[config.mk]
export PLATFORM = sky130hd
export DESIGN_NAME = quad_enc_gen
export DESIGN_NICKNAME = d
export VERILOG_FILES = /design/src/rtl/quad_enc_gen.sv
export SDC_FILE = /design/constraint.sdc
export NUM_CORES = 1
export LEC_CHECK = 0
export CELL_PAD_IN_SITES_DETAIL_PLACEMENT = 1
export CELL_PAD_IN_SITES_GLOBAL_PLACEMENT = 1
export CORE_ASPECT_RATIO = 1.5
export CORE_MARGIN = 3
export CORE_UTILIZATION = 40
export CTS_BUF_LIST = sky130_fd_sc_hd__clkbuf_8
export CTS_CLUSTER_DIAMETER = 120
export DETAILED_ROUTE_END_ITERATION = 8
export MAX_ROUTING_LAYER = met4
export PLACE_DENSITY_LB_ADDON = 0.1
export SETUP_SLACK_MARGIN = 0.02
export SYNTH_ARGS = -nofsm -noshare
export SYNTH_HDL_FRONTEND = slang
export SYNTH_SLANG_ARGS = --single-unit
[constraint.sdc]
create_clock -name clk -period 3.6 [get_ports clk]
set_input_delay 0.72 -clock clk [delete_from_list [all_inputs] [get_ports clk]]
set_output_delay 0.72 -clock clk [all_outputs]
set_load 0.005 [all_outputs]
[src/rtl/quad_enc_gen.sv]
// quad_enc_gen: MMIO-programmed quadrature A/B generator.
// Emits N Gray-code transitions at a programmable spacing and tracks a signed position count.
module quad_enc_gen #(
    parameter int PERIOD_W = 24,
    parameter int CNT_W    = 16
) (
    input  logic        clk,
    input  logic        reset,
    input  logic        cs,
    input  logic        read,
    input  logic        write,
    input  logic [4:0]  addr,
    input  logic [31:0] wr_data,
    output logic [31:0] rd_data,
    output logic        qa,
    output logic        qb
);

    typedef enum logic {IDLE, RUN} state_t;

    state_t              state, state_n;
    logic [PERIOD_W-1:0] period_q, period_n;
    logic [PERIOD_W-1:0] timer, timer_n;
    logic [CNT_W-1:0]    remaining, remaining_n;
    logic                dir, dir_n;
    logic [1:0]          phase, phase_n;
    logic [31:0]         position, position_n;
    logic                done, done_n;
    logic                aborted, aborted_n;

    logic                wr_period, wr_move, wr_ctrl;
    logic [PERIOD_W-1:0] period_in;
    logic [CNT_W-1:0]    move_cnt;
    logic [1:0]          step_phase;
    logic [15:0]         rem16;
    logic                busy;
    logic                unused_in;

    assign wr_period = cs && write && (addr[1:0] == 2'd0);
    assign wr_move   = cs && write && (addr[1:0] == 2'd1);
    assign wr_ctrl   = cs && write && (addr[1:0] == 2'd2);
    assign period_in = wr_data[PERIOD_W-1:0];
    assign move_cnt  = wr_data[CNT_W-1:0];
    assign busy      = (state == RUN);
    assign rem16     = 16'(remaining);
    assign unused_in = ^{read, addr[4:2], wr_data};

    // phase is {qa,qb}; forward rotates 00->10->11->01, reverse the other way
    assign step_phase = dir ? {~phase[0], phase[1]} : {phase[0], ~phase[1]};

    always_comb begin
        state_n     = state;
        period_n    = period_q;
        timer_n     = timer;
        remaining_n = remaining;
        dir_n       = dir;
        phase_n     = phase;
        position_n  = position;
        done_n      = done;
        aborted_n   = aborted;

        if (wr_period) begin
            period_n = (period_in < PERIOD_W'(2)) ? PERIOD_W'(2) : period_in;
        end

        unique case (state)
            IDLE: begin
                if (wr_move) begin
                    aborted_n = 1'b0;
                    if (move_cnt != '0) begin
                        remaining_n = move_cnt;
                        timer_n     = period_q - PERIOD_W'(1);
                        dir_n       = wr_data[31];
                        done_n      = 1'b0;
                        state_n     = RUN;
                    end else begin
                        done_n = 1'b1;
                    end
                end
            end
            RUN: begin
                // abort freezes everything, including a step due this cycle
                if (wr_ctrl && wr_data[0]) begin
                    state_n   = IDLE;
                    aborted_n = 1'b1;
                    done_n    = 1'b0;
                end else if (timer == '0) begin
                    phase_n     = step_phase;
                    position_n  = dir ? position + 32'd1 : position - 32'd1;
                    remaining_n = remaining - CNT_W'(1);
                    timer_n     = period_q - PERIOD_W'(1);
                    if (remaining == CNT_W'(1)) begin
                        state_n = IDLE;
                        done_n  = 1'b1;
                    end
                end else begin
                    timer_n = timer - PERIOD_W'(1);
                end
            end
            default: state_n = IDLE;
        endcase

        if (wr_ctrl && wr_data[1]) begin
            position_n = '0;
        end
    end

    always_ff @(posedge clk or posedge reset) begin
        if (reset) begin
            state     <= IDLE;
            period_q  <= PERIOD_W'(2);
            timer     <= '0;
            remaining <= '0;
            dir       <= 1'b0;
            phase     <= 2'b00;
            position  <= '0;
            done      <= 1'b0;
            aborted   <= 1'b0;
        end else begin
            state     <= state_n;
            period_q  <= period_n;
            timer     <= timer_n;
            remaining <= remaining_n;
            dir       <= dir_n;
            phase     <= phase_n;
            position  <= position_n;
            done      <= done_n;
            aborted   <= aborted_n;
        end
    end

    assign qa = phase[1];
    assign qb = phase[0];

    always_comb begin
        rd_data = '0;
        unique case (addr[1:0])
            2'd0: rd_data = {busy, done, aborted, 13'b0, rem16};
            2'd1: rd_data = position;
            2'd2: rd_data = 32'(period_q);
            2'd3: rd_data = '0;
            default: rd_data = '0;
        endcase
    end

endmodule

Word-level counts from Yosys, hierarchy flattened
Cells that the tools add are included.
{"block": "word_totals", "register_bits": 102, "out_inout_bits": 34, "wordCells": 82}
{"block": "classes", "add_sub_neg": 5, "magnitude_cmp": 1, "eq_ne": 12, "muxes": 33, "bitwise_logic": 4, "n_reduce_logical": 18}
{"cell": "2-to-1 mux 32 bit", "n": 5}
{"cell": "case mux 32 bit (4 select lines)", "n": 1}
{"cell": "2-to-1 mux 24 bit", "n": 5}
{"cell": "2-to-1 mux 16 bit", "n": 4}
{"cell": "case mux 24 bit (2 select lines)", "n": 1}
{"cell": "subtractor 24 x 1 -> 24 bit, second input constant", "n": 2}
{"cell": "adder 32 x 1 -> 32 bit, second input constant", "n": 1}
{"cell": "case mux 16 bit (2 select lines)", "n": 1}
{"cell": "subtractor 32 x 1 -> 32 bit, second input constant", "n": 1}
{"cell": "logical NOT 24 bit", "n": 1}
{"cell": "< comparator 24 x 2 -> 1 bit, second input constant", "n": 1}
{"cell": "== test 16 x 1 -> 1 bit, second input constant", "n": 1}
{"cell": "nonzero test 16 bit", "n": 1}
{"cell": "subtractor 16 x 1 -> 16 bit, second input constant", "n": 1}
{"cell": "AND reduction 3 bit", "n": 5}
{"cell": "2-to-1 mux 1 bit", "n": 12}
{"cell": "logical AND 1 bit", "n": 6}
{"cell": "!= test 2 x 1 -> 1 bit, second input constant", "n": 3}
{"cell": "!= test 2 bit, second input constant", "n": 3}
{"cell": "!= test 3 x 1 -> 1 bit, second input constant", "n": 2}
{"cell": "case mux 1 bit (2 select lines)", "n": 3}
{"cell": "== test 2 bit, second input constant", "n": 2}
{"cell": "inverter 1 bit", "n": 4}
{"cell": "AND reduction 4 bit", "n": 1}
{"cell": "other kinds (5)", "n": 6}

Logic depth before layout (Yosys ltp)
{"block": "depth", "depth_word": 6, "ltp_mapped": 12, "ltp_nobuf": 11}

Least setup slack after synthesis
Ideal clock, no wire load.
{"block": "synth_timing", "path_kind": "flip-flop to flip-flop", "start": "reg dir", "end": "reg position[31]", "arrival_time_ps": 3449, "required_time_ps": 3535, "path_slack_ps": 86, "path_stages_with_launch": 13, "path_buffers": 1, "period_less_slack_ps": 3514, "path_cell_list": "dfrtp_1 -> clkbuf_1 -> inv_1 -> ha_1 -> o211ai_1 -> o21ai_0 -> o31ai_1 -> o31ai_2 -> a21oi_1 -> o41ai_2 -> mux2i_1 -> or3_1 -> nand2_1"}
{"block": "synth_between", "elab_chain_cells": 5}
{"element": "start: declaration", "line_no": "25", "rtl": "logic dir, dir_n;"}
{"element": "start signal: assignment", "line_no": "124", "rtl": "dir <= dir_n;"}
{"element": "2-to-1 mux 32 bit", "line_no": "89", "rtl": "position_n = dir ? position + 32'd1 : position - 32'd1;"}
{"element": "2-to-1 mux 32 bit", "line_no": "87", "rtl": "end else if (timer == '0) begin"}
{"element": "2-to-1 mux 32 bit", "line_no": "83", "rtl": "if (wr_ctrl && wr_data[0]) begin"}
{"element": "2-to-1 mux 32 bit", "line_no": "66", "rtl": "unique case (state)"}
{"element": "2-to-1 mux 32 bit", "line_no": "103", "rtl": "if (wr_ctrl && wr_data[1]) begin"}
{"element": "end signal: assignment", "line_no": "126", "rtl": "position <= position_n;"}
{"element": "end: declaration", "line_no": "27", "rtl": "logic [31:0] position, position_n;"}
Every way passes these cells. The select of a mux whose other input is x is not followed.
A chain may end at the register's enable or synchronous reset.

Worst setup path after layout
{"block": "layout_timing", "start": "reg dir", "end": "reg position[24]"}
Same word-level chain as after synthesis.

==> impl_metrics.csv <==
group,metric,value,unit
synth,seq_area_frac_synth,34.26,%
sta,fmax,300.0,MHz
routing,vias_per_cell,5.900,
global_route,use_met3,2.781,%
synth,synthDistinctLibCells,71,
synth,synth_area_leader_cell,"dfrtp_1",
global_route,grt_pass1_vias,7592,
synth,ys_warn_count,0,
clocking,h-tree-depth,3,
synth,synth_top_area_share,33.90,%
global_route,grt_util_met1,28.20,%
clocking,clock_tree.root_cell,"clkbuf_8",
final_layout,final_nets,1036,
placed_design,port_buffers,64,
synth,synth.most_common_cell,"dfrtp_1",
power,power,4.198,mW
floorplanning,dieHeight,173.2,um
setup_path,start_kind,"register",
worst_hold_path,hp-class,"reg2reg",
clocking,cts_setup_buffers,0,
floorplanning,ios,76,
job,cap_violations,0,
setup_path,crit_required,3.90,ns
global_route,grt_start_max_net_pins,50,
clocking,cts_tree,"done",
sta,maxSlewHeadroom,55.99,%
floorplanning,dieArea,0.02034,mm^2
final_layout,synthToLayoutAreaGrowth,15.71,%
global_route,use_met2,44.31,%
final_layout,drive_above_1_share,9.242,%
synth,synthArstFlopShare,100.0,%
synth,ys_top_cells_by_count,"dfrtp_1 (101), nand2_1 (100), a21oi_1 (94)",
synth,synth.net_count,979,
setup_path,critPathCaptureType,"register",
routing,drc,0,
routing,routed_wl,24460,um
routing,drtPass1Iterations,4,
status,status,"complete, no violations",
floorplanning,coreArea,0.01809,mm^2
sta,hold_viol_final,0,
synth,synth_edf_count,0,
final_layout,diodes,0,
final_layout,final_area,0.008626,mm^2
global_route,track_usage,24.76,%
clocking,clk_latency,0.40,ns
clocking,numCtsBuffers,9,
synth,synthTopCellsByArea,"dfrtp_1 (34%), a21oi_1 (6.3%), ha_1 (5.9%), nand2_1 (5.0%), o21ai_0 (5.0%)",
power,powerDensity,486.6,mW/mm^2
floorplanning,die_x,117.5,um
global_route,grt.busiest_layer,"met2",
placed_design,dp_hpwl,18790,um
setup_path,path_class,"reg2reg",
synth,netlist_area,0.007455,mm^2
clocking,path_clk_slew,0.11,ns
synth,synth-seq-cells,102,
setup_path,crit_fanout,9,
floorplanning,start_util,41.20,%
routing,vias,7145,
setup_path,slowest_delay,0.59,ns
final_layout,final_util,47.68,%
sta,worst_pin_slew,0.6435,ns
sta,setup_violations,0,
clocking,cts_hold_buf,0,
clocking,cts_num_sinks,102,
placed_design,dpl_cell_area,0.008447,mm^2
floorplanning,fp-row-count,60,
routing,drt-initial-drc-count,320,
routing,wl_per_cell,20.20,um
synth,synth-main-ff-cell,"dfrtp_1",
synth,synth_cells,901,
sta,period_minus_slack,3.334,ns
sta,tns,0,ns
synth,synth_area_per_cell,8.274,um^2
global_route,antenna_found_initial,0,
power,power.leakage,3.663,nW
sta,holdWs,0.5182,ns
setup_path,cp.arrival,3.63,ns
global_route,grt-ovfl-total,0,
sta,finalCritPeriodShare,92.60,%
setup_path,crit_buf_inv,3,
global_route,grt_pass1_wl,39900,um
setup_path,slowest_stage,"a2111oi_0",
setup_path,critPathTopFamily,"compound AO/OA/AOI/OAI gates",
sta,fin_worst_skew,0.01549,ns
sta,rsz0062_at_grt,"true",
power,peakVddDrop,0.0001896,V
routing,ant_nets,0,
setup_path,crit_path_frequent_cell,"buf_4",
placed_design,gp_congestion,0.8766,
sta,finalMaxSlewViolations,0,
setup_path,crit_chain,"buf_4 -> fa_1 -> nand2b_1 -> a21oi_1 -> o211ai_1 -> a21oi_1 -> nor2_1 -> buf_4 -> a2111oi_0 -> buf_4 -> o211ai_1 -> nor3b_1",
clocking,cts_resized,0,
clocking,clock_path_buffers,2,
==> state kept, by name, indices dropped and copies added, names as in the netlist <==
name      flops
timer        24
busy          1
period_q     24
rem16        16
position     32
aborted       1
phase         2
done          1
dir           1
==> metrics by stage <==
step           setup slack, ns  cells
2_1_floorplan          0.08586    901
3_3_place_gp            0.3096   1195
3_5_place_dp            0.2504   1195
4_1_cts                 0.2767   1211
5_1_grt               0.009565   1211
6_report                0.2663   1211
==> path summary, 6_finish.rpt <==
| kind | startpoint | endpoint | slack (ns) | cells past startpoint |
|---|---|---|---|---|
| max | dir | position[24] | 0.27 | 12 |
| min | timer[9] | timer[9] | 0.52 | 2 |
| max reg2reg | dir | position[24] | 0.27 | 12 |
| min reg2reg | timer[9] | timer[9] | 0.52 | 2 |
| max in group asynchronous | reset | period_q[15] | 2.10 | 3 |
| min in group asynchronous | reset | timer[8] | 0.77 | 2 |
==> worst reg2reg max path: cells and delay by family, from the launching register on <==
| kind | cells | cell delay (ns) |
|---|---|---|
| AOI/OAI and AO/OA | 5 | 1.40 |
| buffers and inverters | 3 | 0.57 |
| and+or+nand+nor | 3 | 0.46 |
| adders and majority gates | 1 | 0.44 |
| DFF | 1 | 0.38 |
==> report_power, final <==
group | switching (mW) | total [mW] | internal [mW] | leakage (nW)
clock | 0.446 | 0.710 | 0.264 | 0.0961
sequential | 0.402 | 1.84 | 1.43 | 1.30
combinational | 0.927 | 1.65 | 0.724 | 2.27
total | 1.78 | 4.20 | 2.42 | 3.66
==> layer usage <==
metal  wire, um  up-vias
met5          0        -
met4        751        0
met3        607       44
met2      12820      111
met1      10280     3586
li1           -     3404
==> final cells by class <==
cell class                      count  area (um^2)
Timing Repair Buffer               95        898.4
Clock inverter                      6        32.53
Inverter                           24        92.59
Fill cell                        2203         9467
Clock buffer                       10        137.6
Sequential cell                   102         2554
Multi-Input combinational cell    726         4601
Tap cell                          248        310.3
==> cell usage in the layout, fill, tap and decap left out, types with 8 or more instances in the layout <==
master / n
dfrtp_1: 101
nand3_1: 39
buf_4: 29
nand2b_1: 8
inv_1: 26
o22ai_1: 17
nor4_1: 14
nand2_1: 100
clkbuf_8: 10
o211ai_1: 8
a21oi_1: 94
a21o_1: 17
xnor2_1: 23
a22o_1: 13
mux2i_1: 23
nor3_1: 35
mux2_2: 23
ha_1: 35
nor2_1: 57
o21ai_0: 74
or3_1: 17
clkdlybuf4s50_1: 64
o21ai_1: 19
xor2_1: 15
==> cell families (layout without fill, tap and decap cells) <==
kind of cell	Yosys count	after routing	synth area share, %
AO/OA/AOI/OAI	280	280	22.42
adder cells (fa/ha/maj)	36	36	6.143
buffers and inverters	73	135	4.330
AND/OR/NAND/NOR	326	326	21.82
multiplexers	46	46	6.563
XOR/XNOR	38	38	4.465
flip-flops	102	102	34.26
No activity file was read; power rests on OpenSTA's default activity.
==> edit (same flow settings) <==
Change the parameter `PERIOD_W` from 24 to 12.
--- a/src/rtl/quad_enc_gen.sv
+++ b/src/rtl/quad_enc_gen.sv
@@ -1,7 +1,7 @@
 // quad_enc_gen: MMIO-programmed quadrature A/B generator.
 // Emits N Gray-code transitions at a programmable spacing and tracks a signed position count.
 module quad_enc_gen #(
-    parameter int PERIOD_W = 24,
+    parameter int PERIOD_W = 12,
     parameter int CNT_W    = 16
 ) (
     input  logic        clk,
Behaviour: not the same (Yosys sat finds a counterexample within 4 cycles, from zero or initial values and one cycle with reset high).
==> edit against the original RTL <==
Power fell by 10%. Die area fell by 19%. Area after synthesis fell by 20%. Synthesized cell count fell by 19%. Worst setup slack improved by 170 ps. Sequential cell count fell by 24. Largest power group is now combinational logic. Global-route usage fell by 0.13 points. Wire length fell by 21%. Final area fell by 19%. Utilization rose by 0.15 points.
==> edit: results (changes against the original RTL) <==
[clock_tree]
cts_resized=0  ; unchanged
clkLatencyLatePin_ps=360  ; -40 ps
clockBufferDepth=2  ; unchanged
clk_pin_slew_ps=100
h-tree-depth=3  ; unchanged
cts-root-buf=clkbuf_8

[placement]
dp_cells=971  ; -19%
dpl.hpwl_um=14400  ; -23%
routabilityCongestion=0.898  ; +2.5%
place_ws_ps=187  ; -63.1 ps
io_buffers=56  ; -13%

[synth]
synth_edf_count=0  ; unchanged
synth_nets=811  ; -17%
yosys-top-cells-count=93 x nand2_1, 77 x dfrtp_1, 73 x a21oi_1
yosysSeqAreaShare=0.327  ; -0.0151
synth_flop_cell=dfrtp_1
syn-instance-count=733  ; -19%
synth_cell_types=60  ; -15%
yosys-top-cells-area=dfrtp_1 32%, ha_1 7.3%, a21oi_1 6.1%

[critical_path]
crit_fanout=26  ; +17
critPathTopFamily=compound AO/OA/AOI/OAI gates
ff2ff_path_depth=10  ; -2
arrival_ps=3390  ; -240 ps
max_stage_delay_ps=780  ; +190 ps
slowest_stage=o21a_1

[cells_and_area]
instances_no_fill=987  ; -18%
layout.nets=864  ; -17%
diodes=0  ; unchanged
n_fill_cell=1807  ; -18%
drive_gt1_frac=0.0822  ; -0.0102

[power_and_ir_drop]
irDropWorstVdd_mv=0.206  ; +8.9%
p_leak_nw=3.04  ; -17%

[timing]
tightest_slew_ps=905  ; +261 ps
skew_ps=13.8  ; -1.66 ps

[global_route]
track_usage=0.246  ; -0.00131
grt_pass1_vias=6210  ; -18%
grt_pass1_wl_um=31700  ; -21%
antenna_found_initial=0  ; unchanged
grt_max_degree=65  ; +30%

[route]
first_iter_violations=146  ; -54%
dr.pass1.iters=4  ; unchanged
vias_per_cell=5.81  ; -1.6%
wl_um=19300  ; -21%
ant_nets=0  ; unchanged

[run_status]
status=completed

[worst_hold_path]
min_path_cells=2  ; unchanged

## edit: worst min-delay path: stages (launching register included)
cell and delay, ps:
dfstp_2 400, nor2_1 100, a31oi_1 50
## edit: cell families after synthesis
logic type	Yosys count	share of synthesized area
xor+xnor	37	0.0543
compound gates	228	0.232
simple gates	267	0.214
mux	34	0.0594
buf+inv	53	0.0361
flops	78	0.327
fa+ha+maj	36	0.0768
## edit: final cells by class
type | instances | area [sq um] | share of cell area
Tap cell | 196 | 245 | 0.0351
Clock inverter | 6 | 45.0 | 0.00645
Clock buffer | 10 | 138 | 0.0197
Multi-Input combinational cell | 602 | 3800 | 0.545
Sequential cell | 78 | 1950 | 0.280
Timing Repair Buffer | 73 | 713 | 0.102
Inverter | 22 | 83.8 | 0.0120
## edit: final timing paths
check / start / to / slack, ps
max in group asynchronous: reset / period_q[1] / 2290
min: period_q[1] / period_q[1] / 540
min in group asynchronous: reset / rem16[8] / 610
min reg2reg: period_q[1] / period_q[1] / 540
max reg2reg: timer[0] / rem16[9] / 440
max: timer[0] / rem16[9] / 440
## edit: power breakdown
group	internal [mW]	switching [mW]	total, mW
combinational	0.725	0.946	1.67
clock	0.272	0.384	0.656
sequential	1.10	0.334	1.44
## edit: through the flow
step | area (sq um) | hold slack, ps
after global placement | 6800 | 506
after global routing | 6980 | 567
after floorplan | 5960 | 487
final | 6980 | 541
after detailed placement | 6800 | 530
after CTS | 6980 | 543
## edit: routing by layer
metal / vias up / track usage / part of all wire
li1: 2731 / - / -
met1: 2865 / 0.269 / 0.41
met2: 110 / 0.461 / 0.54
met3: 25 / 0.0364 / 0.038
met4: 0 / 0.0691 / 0.020
met5: - / - / 0
